File: src/rtl/pio_host_arbiter_if.sv
// Requester/PIO bundle for the shared PIO host command port.
// The arbiter takes the slave side; requesters plus the PIO block take the master side.
interface pio_host_arbiter_if #(
    parameter int NREQ = 2
);
    logic [NREQ-1:0]    req_valid;
    logic [NREQ-1:0]    req_ready;
    logic [NREQ-1:0]    req_lock;
    logic [4*NREQ-1:0]  req_action;
    logic [2*NREQ-1:0]  req_mindex;
    logic [5*NREQ-1:0]  req_index;
    logic [32*NREQ-1:0] req_din;
    logic [NREQ-1:0]    rsp_valid;
    logic [31:0]        rsp_data;
    logic [3:0]         pio_action;
    logic [1:0]         pio_mindex;
    logic [4:0]         pio_index;
    logic [31:0]        pio_din;
    logic [31:0]        pio_dout;

    modport slave (
        input  req_valid, req_lock, req_action, req_mindex, req_index, req_din, pio_dout,
        output req_ready, rsp_valid, rsp_data, pio_action, pio_mindex, pio_index, pio_din
    );

    modport master (
        output req_valid, req_lock, req_action, req_mindex, req_index, req_din, pio_dout,
        input  req_ready, rsp_valid, rsp_data, pio_action, pio_mindex, pio_index, pio_din
    );
endinterface

File: src/rtl/pio_host_arbiter.sv
// Round-robin/lockable arbiter sharing one PIO host command port among NREQ requesters.
// Latency: grant same cycle, pio_* one cycle after accept, read response two cycles after accept.
// Backpressure: req_ready is the combinational grant; non-granted requesters simply hold.
module pio_host_arbiter #(
    parameter int NREQ     = 2,
    parameter int LOCK_MAX = 64
) (
    input  logic               clk,
    input  logic               reset,
    pio_host_arbiter_if.slave  bus
);
    localparam int IDW = (NREQ > 1) ? $clog2(NREQ) : 1;
    localparam int CW  = $clog2(LOCK_MAX + 1);

    logic [IDW-1:0] rr_ptr;
    logic [IDW-1:0] lock_owner;
    logic           lock_vld;
    logic [CW-1:0]  idle_cnt;

    logic           gnt_vld;
    logic [IDW-1:0] gnt_id;
    logic [IDW-1:0] nxt_ptr;
    logic [IDW-1:0] scan_id;
    int             scan_idx;

    logic [3:0]     gnt_action;
    logic [1:0]     gnt_mindex;
    logic [4:0]     gnt_index;
    logic [31:0]    gnt_din;

    logic [3:0]     pio_action_q;
    logic [1:0]     pio_mindex_q;
    logic [4:0]     pio_index_q;
    logic [31:0]    pio_din_q;

    logic           s1_vld;
    logic [IDW-1:0] s1_id;
    logic [NREQ-1:0] rsp_vec;

    // Scan downward so the requester closest above rr_ptr is the last (winning) assignment.
    always_comb begin
        gnt_vld  = 1'b0;
        gnt_id   = '0;
        scan_idx = 0;
        scan_id  = '0;
        if (lock_vld) begin
            gnt_vld = bus.req_valid[lock_owner];
            gnt_id  = lock_owner;
        end else begin
            for (int k = NREQ - 1; k >= 0; k--) begin
                scan_idx = (int'(rr_ptr) + k) % NREQ;
                scan_id  = IDW'(scan_idx);
                if (bus.req_valid[scan_id]) begin
                    gnt_vld = 1'b1;
                    gnt_id  = scan_id;
                end
            end
        end
    end

    assign nxt_ptr    = (gnt_id == IDW'(NREQ - 1)) ? '0 : gnt_id + 1'b1;
    assign gnt_action = bus.req_action[4*gnt_id +: 4];
    assign gnt_mindex = bus.req_mindex[2*gnt_id +: 2];
    assign gnt_index  = bus.req_index[5*gnt_id +: 5];
    assign gnt_din    = bus.req_din[32*gnt_id +: 32];

    assign bus.req_ready  = gnt_vld ? (NREQ'(1) << gnt_id) : '0;
    assign bus.rsp_valid  = rsp_vec;
    assign bus.rsp_data   = bus.pio_dout;
    assign bus.pio_action = pio_action_q;
    assign bus.pio_mindex = pio_mindex_q;
    assign bus.pio_index  = pio_index_q;
    assign bus.pio_din    = pio_din_q;

    always_ff @(posedge clk or posedge reset) begin
        if (reset) begin
            rr_ptr       <= '0;
            lock_owner   <= '0;
            lock_vld     <= 1'b0;
            idle_cnt     <= '0;
            pio_action_q <= 4'd0;
            pio_mindex_q <= 2'd0;
            pio_index_q  <= 5'd0;
            pio_din_q    <= 32'd0;
            s1_vld       <= 1'b0;
            s1_id        <= '0;
            rsp_vec      <= '0;
        end else begin
            // Idle cycles issue a PIO no-op; the other fields keep their last value.
            pio_action_q <= 4'd0;
            if (gnt_vld) begin
                rr_ptr       <= nxt_ptr;
                pio_action_q <= gnt_action;
                pio_mindex_q <= gnt_mindex;
                pio_index_q  <= gnt_index;
                pio_din_q    <= gnt_din;
            end

            // PIO registers dout one cycle after the command, so the id rides two stages.
            s1_vld  <= gnt_vld && (gnt_action == 4'd3);
            s1_id   <= gnt_id;
            rsp_vec <= s1_vld ? (NREQ'(1) << s1_id) : '0;

            // While locked only the owner can be granted, so a locked grant is an owner accept.
            if (gnt_vld && bus.req_lock[gnt_id]) begin
                lock_vld   <= 1'b1;
                lock_owner <= gnt_id;
                idle_cnt   <= '0;
            end else if (gnt_vld && lock_vld) begin
                lock_vld <= 1'b0;
                idle_cnt <= '0;
            end else if (lock_vld && !bus.req_valid[lock_owner]) begin
                if (idle_cnt == CW'(LOCK_MAX - 1)) begin
                    lock_vld <= 1'b0;
                    idle_cnt <= '0;
                end else begin
                    idle_cnt <= idle_cnt + 1'b1;
                end
            end
        end
    end
endmodule

File: src/flat_wrapper.sv
// flat-port wrapper written by rule: the top's interface ports become plain ports
module pio_host_arbiter_flat 
#(
    parameter int NREQ     = 2,
    parameter int LOCK_MAX = 64
)
  (clk, reset, bus_req_valid, bus_req_lock, bus_req_action, bus_req_mindex, bus_req_index, bus_req_din, bus_pio_dout, bus_req_ready, bus_rsp_valid, bus_rsp_data, bus_pio_action, bus_pio_mindex, bus_pio_index, bus_pio_din);
  pio_host_arbiter_if #(.NREQ(NREQ)) bus_i ();
  input  logic clk;
  input  logic reset;
  input wire logic [$bits(bus_i.req_valid)-1:0] bus_req_valid;
  input wire logic [$bits(bus_i.req_lock)-1:0] bus_req_lock;
  input wire logic [$bits(bus_i.req_action)-1:0] bus_req_action;
  input wire logic [$bits(bus_i.req_mindex)-1:0] bus_req_mindex;
  input wire logic [$bits(bus_i.req_index)-1:0] bus_req_index;
  input wire logic [$bits(bus_i.req_din)-1:0] bus_req_din;
  input wire logic [$bits(bus_i.pio_dout)-1:0] bus_pio_dout;
  output wire logic [$bits(bus_i.req_ready)-1:0] bus_req_ready;
  output wire logic [$bits(bus_i.rsp_valid)-1:0] bus_rsp_valid;
  output wire logic [$bits(bus_i.rsp_data)-1:0] bus_rsp_data;
  output wire logic [$bits(bus_i.pio_action)-1:0] bus_pio_action;
  output wire logic [$bits(bus_i.pio_mindex)-1:0] bus_pio_mindex;
  output wire logic [$bits(bus_i.pio_index)-1:0] bus_pio_index;
  output wire logic [$bits(bus_i.pio_din)-1:0] bus_pio_din;
  assign bus_i.req_valid = bus_req_valid;
  assign bus_i.req_lock = bus_req_lock;
  assign bus_i.req_action = bus_req_action;
  assign bus_i.req_mindex = bus_req_mindex;
  assign bus_i.req_index = bus_req_index;
  assign bus_i.req_din = bus_req_din;
  assign bus_i.pio_dout = bus_pio_dout;
  assign bus_req_ready = bus_i.req_ready;
  assign bus_rsp_valid = bus_i.rsp_valid;
  assign bus_rsp_data = bus_i.rsp_data;
  assign bus_pio_action = bus_i.pio_action;
  assign bus_pio_mindex = bus_i.pio_mindex;
  assign bus_pio_index = bus_i.pio_index;
  assign bus_pio_din = bus_i.pio_din;
  pio_host_arbiter #(.NREQ(NREQ), .LOCK_MAX(LOCK_MAX)) u_core (.clk(clk), .reset(reset), .bus(bus_i));
endmodule
File: config.mk
export PLATFORM = sky130hd
export DESIGN_NAME = pio_host_arbiter_flat
export DESIGN_NICKNAME = d
export VERILOG_FILES = /design/src/rtl/pio_host_arbiter_if.sv /design/src/rtl/pio_host_arbiter.sv /design/src/flat_wrapper.sv
export SDC_FILE = /design/constraint.sdc
export NUM_CORES = 1
export LEC_CHECK = 0
export ABC_AREA = 1
export CORE_ASPECT_RATIO = 0.5
export CORE_MARGIN = 1.5
export CORE_UTILIZATION = 39
export CTS_BUF_LIST = sky130_fd_sc_hd__clkbuf_4 sky130_fd_sc_hd__clkbuf_8
export CTS_CLUSTER_SIZE = 12
export DETAILED_ROUTE_END_ITERATION = 7
export PLACE_DENSITY = 0.89
export SLEW_MARGIN = 20
export SYNTH_ARGS = -nofsm -noshare
export SYNTH_HDL_FRONTEND = slang
export SYNTH_SLANG_ARGS = --single-unit
File: constraint.sdc
create_clock -name clk -period 5.35 [get_ports clk]
set_input_delay 1.07 -clock clk [delete_from_list [all_inputs] [get_ports clk]]
set_output_delay 1.07 -clock clk [all_outputs]
set_load 0.005 [all_outputs]
[After elaboration in Yosys (flattened, before gate mapping)]
Index checks and enable logic that the tools add are counted.
W data, S select, Z words.
Storage, ports and cells
  flip-flop bits (word level): 57
  bits in latches: 0
  RAM bits: 0
  ROM bits: 0
  input bits: 124
  word-level logic and storage cells: 61
  memories kept: 0
Operators by class
  $add $sub $neg: 3
  $mul: 1
  divide/modulo/power cells: 0
  magnitude comparators: 4
  equality and inequality tests: 2
  shifts and indexed selects: 6
  muxes and demuxes: 26
  bitwise operators: 0
  reduce and logical (&&, ||, !) cells: 8
Operator list (count)
  $shiftx A64 B7 Y32: 1
  $mux W7: 4
  $mux W1: 19
  $shiftx A10 B5 Y5: 1
  $lt A1 B2 Y1 const B: 4
  $shiftx A8 B4 Y4: 1
  $add A7 B1 Y7 const B: 1
  $eq A7 B6 Y1 const B: 1
  $reduce_bool A3 Y1: 2
  $eq A4 B2 Y1 const B: 1
  $logic_and A1 B1 Y1: 4
  $mul A3 B1 Y4 const A: 1
  $mux W2: 2
  $mux W4: 1
  $shiftx A4 B3 Y2: 1
  $shl A1 B1 Y2 const A: 2
  $add A1 B1 Y1 const B: 2
  $reduce_and A2 Y1: 1
  $logic_not A1 Y1: 1

[Depth between registers and ports, before layout]
  depth in word-level cells: 11
  mapped depth: 10

[Least setup slack after synthesis]
OpenSTA, ideal clock, no wires.
  kind: in2out
  from: input port bus_req_valid[0]
  to: output port bus_req_ready[1]
  arrival time: 1.779 ns
  required time: 4.280 ns
  path slack: 2.501 ns
  stages on the path: 7
  path through: inv_1 > nor2_1 > nor2_2 > nor2_2 > inv_2 > nor2_4 > buf_4
Between the ends
  cells in the longest elaborated chain, start to end: 7
  elaborated cells between the ends (all ways): 14
  those cells by class: shift: 1; mux: 13
RTL lines
  start, declared: line flat_wrapper.sv:11  | input wire logic [$bits(bus_i.req_valid)-1:0] bus_req_valid;
  $mux W1 (not written as such) (2 in series): line pio_host_arbiter.sv:53  | if (bus.req_valid[scan_id]) begin
  $mux W1 (2 in series): line pio_host_arbiter.sv:53
  $mux W1: line pio_host_arbiter.sv:46  | if (lock_vld) begin
  $shl A1 B1 Y2: line pio_host_arbiter.sv:67  | assign bus.req_ready = gnt_vld ? (NREQ'(1) << gnt_id) : '0;
  $mux W2 (*): line pio_host_arbiter.sv:67
  end, declared: line flat_wrapper.sv:18  | output wire logic [$bits(bus_i.req_ready)-1:0] bus_req_ready;
Mark *: on every way between the ends. The rest lies on a longest branch, timed or not. The select of a mux whose other input is x is not followed.

[Worst setup path after layout]
Same ends and word-level chain as after synthesis.

==> impl_metrics.json <==
{
  "cts_resized": 0,
  "clock_sinks": 57,
  "synthXorXnorAreaFrac_pct": 0.304,
  "drc": 0,
  "row_count": 21,
  "insertion_delay_ns": 0.35,
  "crit_type": "in2out",
  "syn_area_um2": 2880,
  "synth-compound-area-share_pct": 1.04,
  "initial_core_util_pct": 41.7,
  "grt_pass1_vias": 2571,
  "pin_count": 203,
  "r2r_end": "u_core.bus.pio_din[20]",
  "syn_avg_cell_area_um2": 7.83,
  "hold_depth": 1,
  "post-cts-setup-buffers": 0,
  "post-dp-hpwl_mm": 5.62,
  "r2r-start": "u_core.lock_vld",
  "multi_input_area_um2": 1050,
  "drtAntennaViolNets": 0,
  "vias_per_cell": 4.73,
  "finClkSkew_ns": 0.00269,
  "setup_viol": 0,
  "cts-root-buf": "clkbuf_8",
  "synth-adder-area-share_pct": 0.434,
  "timing.reg2reg.setup_slack_ns": 3.05,
  "drt-wirelength-per-cell_um": 13.7,
  "htree_levels": 3,
  "drt-met1-wl_mm": 3.16,
  "top_layer": "met4",
  "antenna_found_initial": 0,
  "num_vias": 2698,
  "fin_setup_tns_ns": 0,
  "hp-start": "u_core.s1_id",
  "fill_cells": 578,
  "cts_tree": "yes",
  "drv_cap": 0,
  "required_ns": 4.28,
  "dr.pass1.iters": 4,
  "hold_path.class": "reg2reg",
  "postCtsHoldBufs": 0,
  "status": "finished, final reports clean",
  "met3WireLength_um": 533,
  "p_leak_uw": 0.00201,
  "grt_usage_pct": 20.5,
  "area_growth_pct": 50.8,
  "synth_seq_cells": 57,
  "cp.arrival_ns": 3.08,
  "ys_seq_area_share_pct": 49.5,
  "synthDistinctLibCells": 21,
  "drt-total-wl_mm": 7.84,
  "grt_start_max_net_pins": 58,
  "cp-end-kind": "output pin",
  "synth_top_family_by_area": "simple AND/OR/NAND/NOR gates",
  "yosys_warnings": 0,
  "hold_viol_final": 0,
  "grt_first_pass_wirelength_mm": 12.6,
  "r2r_cells": 8,
  "grt-ovfl-total": 0,
  "startpoint_type": "input pin",
  "synthCells": 368,
  "slew-limit-headroom_pct": 47.3,
  "seq_area_um2": 1430,
  "powerDensity_nw_per_um2": 530,
  "drive_gt1_share_pct": 5.85,
  "clk_pin_slew_ns": 0.06,
  "fmax_mhz": 241,
  "final_max_slew_viol_count": 0,
  "rsz0062_at_grt": "false",
  "synth.area.mux_share_pct": 0,
  "gp_congestion": 0.875,
  "core_area_um2": 6910,
  "cts_buffers": 9,
  "die_x_um": 125,
  "yosys.area_share.simple_pct": 34.8,
  "io_buffer_count": 138,
  "clock_path_buffers": 2,
  "drt_iter0_drc": 144,
  "tightest_slew_ns": 0.790,
  "min_to": "u_core.bus.rsp_valid[0]",
  "synth_fp_nets": 493,
  "fin_crit_sh_pct": 77.6,
  "stdcell_area_um2": 4350,
  "wl_met2_mm": 4.01,
  "fp.dieH_um": 63.8,
  "ir_worst_vdd_uv": 263,
  "path_max_fanout": 43,
  "period_minus_slack_ns": 4.15,
  "placed_cell_area_um2": 4070,
  "diodes": 0,
  "final_nets": 599,
  "dieArea_um2": 7940
}
-- metrics by stage --
stage | hold slack [ns] | setup WS, ns | utilization [%] | power, uW | cells
after CTS | 0.435 | 1.19 | 62.9 | 2340 | 571
after global placement | 0.403 | 1.23 | 58.9 | 1740 | 555
after detailed placement | 0.425 | 1.17 | 58.9 | 1770 | 555
final | 0.432 | 1.20 | 62.9 | 2300 | 571
after global routing | 0.479 | 1.08 | 62.9 | 2480 | 571
after floorplan | 0.400 | 2.50 | - | 1260 | 368
-- where the power goes --
| group | total, uW | internal [uW] | switching [uW] |
|---|---|---|---|
| Combinational | 1020 | 512 | 505 |
| Clock | 557 | 381 | 176 |
| Sequential | 730 | 621 | 110 |
| Total | 2300 | 1510 | 791 |
-- worst max-delay path by stage --
stage / from / end / slack, ns / depth (start not counted)
after floorplan: bus_req_valid[0] / bus_req_ready[1] / 2.50 / 7
after global placement: bus_req_valid[0] / bus_req_ready[1] / 1.23 / 8
after detailed placement: bus_req_valid[0] / bus_req_ready[1] / 1.17 / 8
after CTS: bus_req_valid[0] / bus_req_ready[1] / 1.19 / 8
after global routing: bus_req_valid[1] / bus_req_ready[1] / 1.08 / 8
final: bus_req_valid[0] / bus_req_ready[1] / 1.20 / 8
-- cell type report --
| cell class | instances | area share [%] |
|---|---|---|
| inverters | 19 | 1.64 |
| repair buffers | 141 | 32.3 |
| well taps | 92 | 2.65 |
| clock inverters | 5 | 2.88 |
| multi-input cells | 246 | 24.2 |
| flip-flops and latches | 57 | 32.8 |
| clock buffers | 11 | 3.48 |
-- cells by family (layout without fill, tap and decap cells) --
group / count (synthesis) / after routing
flip-flops: 57 / 57
adder cells (fa/ha/maj): 1 / 1
AO/OA/AOI/OAI: 5 / 5
buffers and inverters: 65 / 176
XOR/XNOR: 1 / 1
AND/OR/NAND/NOR: 239 / 239
-- critical path: stages --
cell	delay [ns]
clkdlybuf4s50_1	0.52
inv_1	0.05
nor2_1	0.11
nor2_2	0.08
nor2_2	0.19
inv_2	0.36
nor2_4	0.19
clkdlybuf4s50_1	0.51
-- placed cells by master (no fill, tap or decap), drive strengths merged --
master and count:
o21ai 1, clkbuf 11, inv 19, nand4 1, nand3b 2, nand3 57
clkdlybuf4s50 138, nand2 156, clkinv 1, buf 3, bufinv 4, o211ai 1
xnor2 1, a21oi 2, ha 1, dfrtp 57, o21bai 1, nor3 1
nor2 22
-- metal layers --
layer | track usage (%) | vias up
met5 | 0 | -
met4 | 8.76 | 0
li1 | - | 1330
met3 | 6.95 | 14
met2 | 36.0 | 94
met1 | 23.1 | 1260
-- synth_stat cells, drive strengths merged --
cell    instances  share of area, %
o211ai          1              0.26
nor2           22               3.3
buf            46                11
a21oi           2              0.35
o21bai          1              0.26
ha              1              0.43
nor3            1              0.17
o21ai           1              0.17
nand2         156                21
nand3          57               9.9
nand3b          2              0.52
inv            19               2.5
xnor2           1              0.30
nand4           1              0.22
dfrtp          57                50
-- flip-flops by register name, indices dropped and copies added (netlist names), 2 cells and up --
register and count:
u_core.bus.pio_din 32, u_core.idle_cnt 7, u_core.bus.pio_index 5, u_core.bus.pio_action 4
u_core.bus.pio_mindex 2, u_core.bus.rsp_valid 2
No activity file was read; power rests on OpenSTA's default activity.
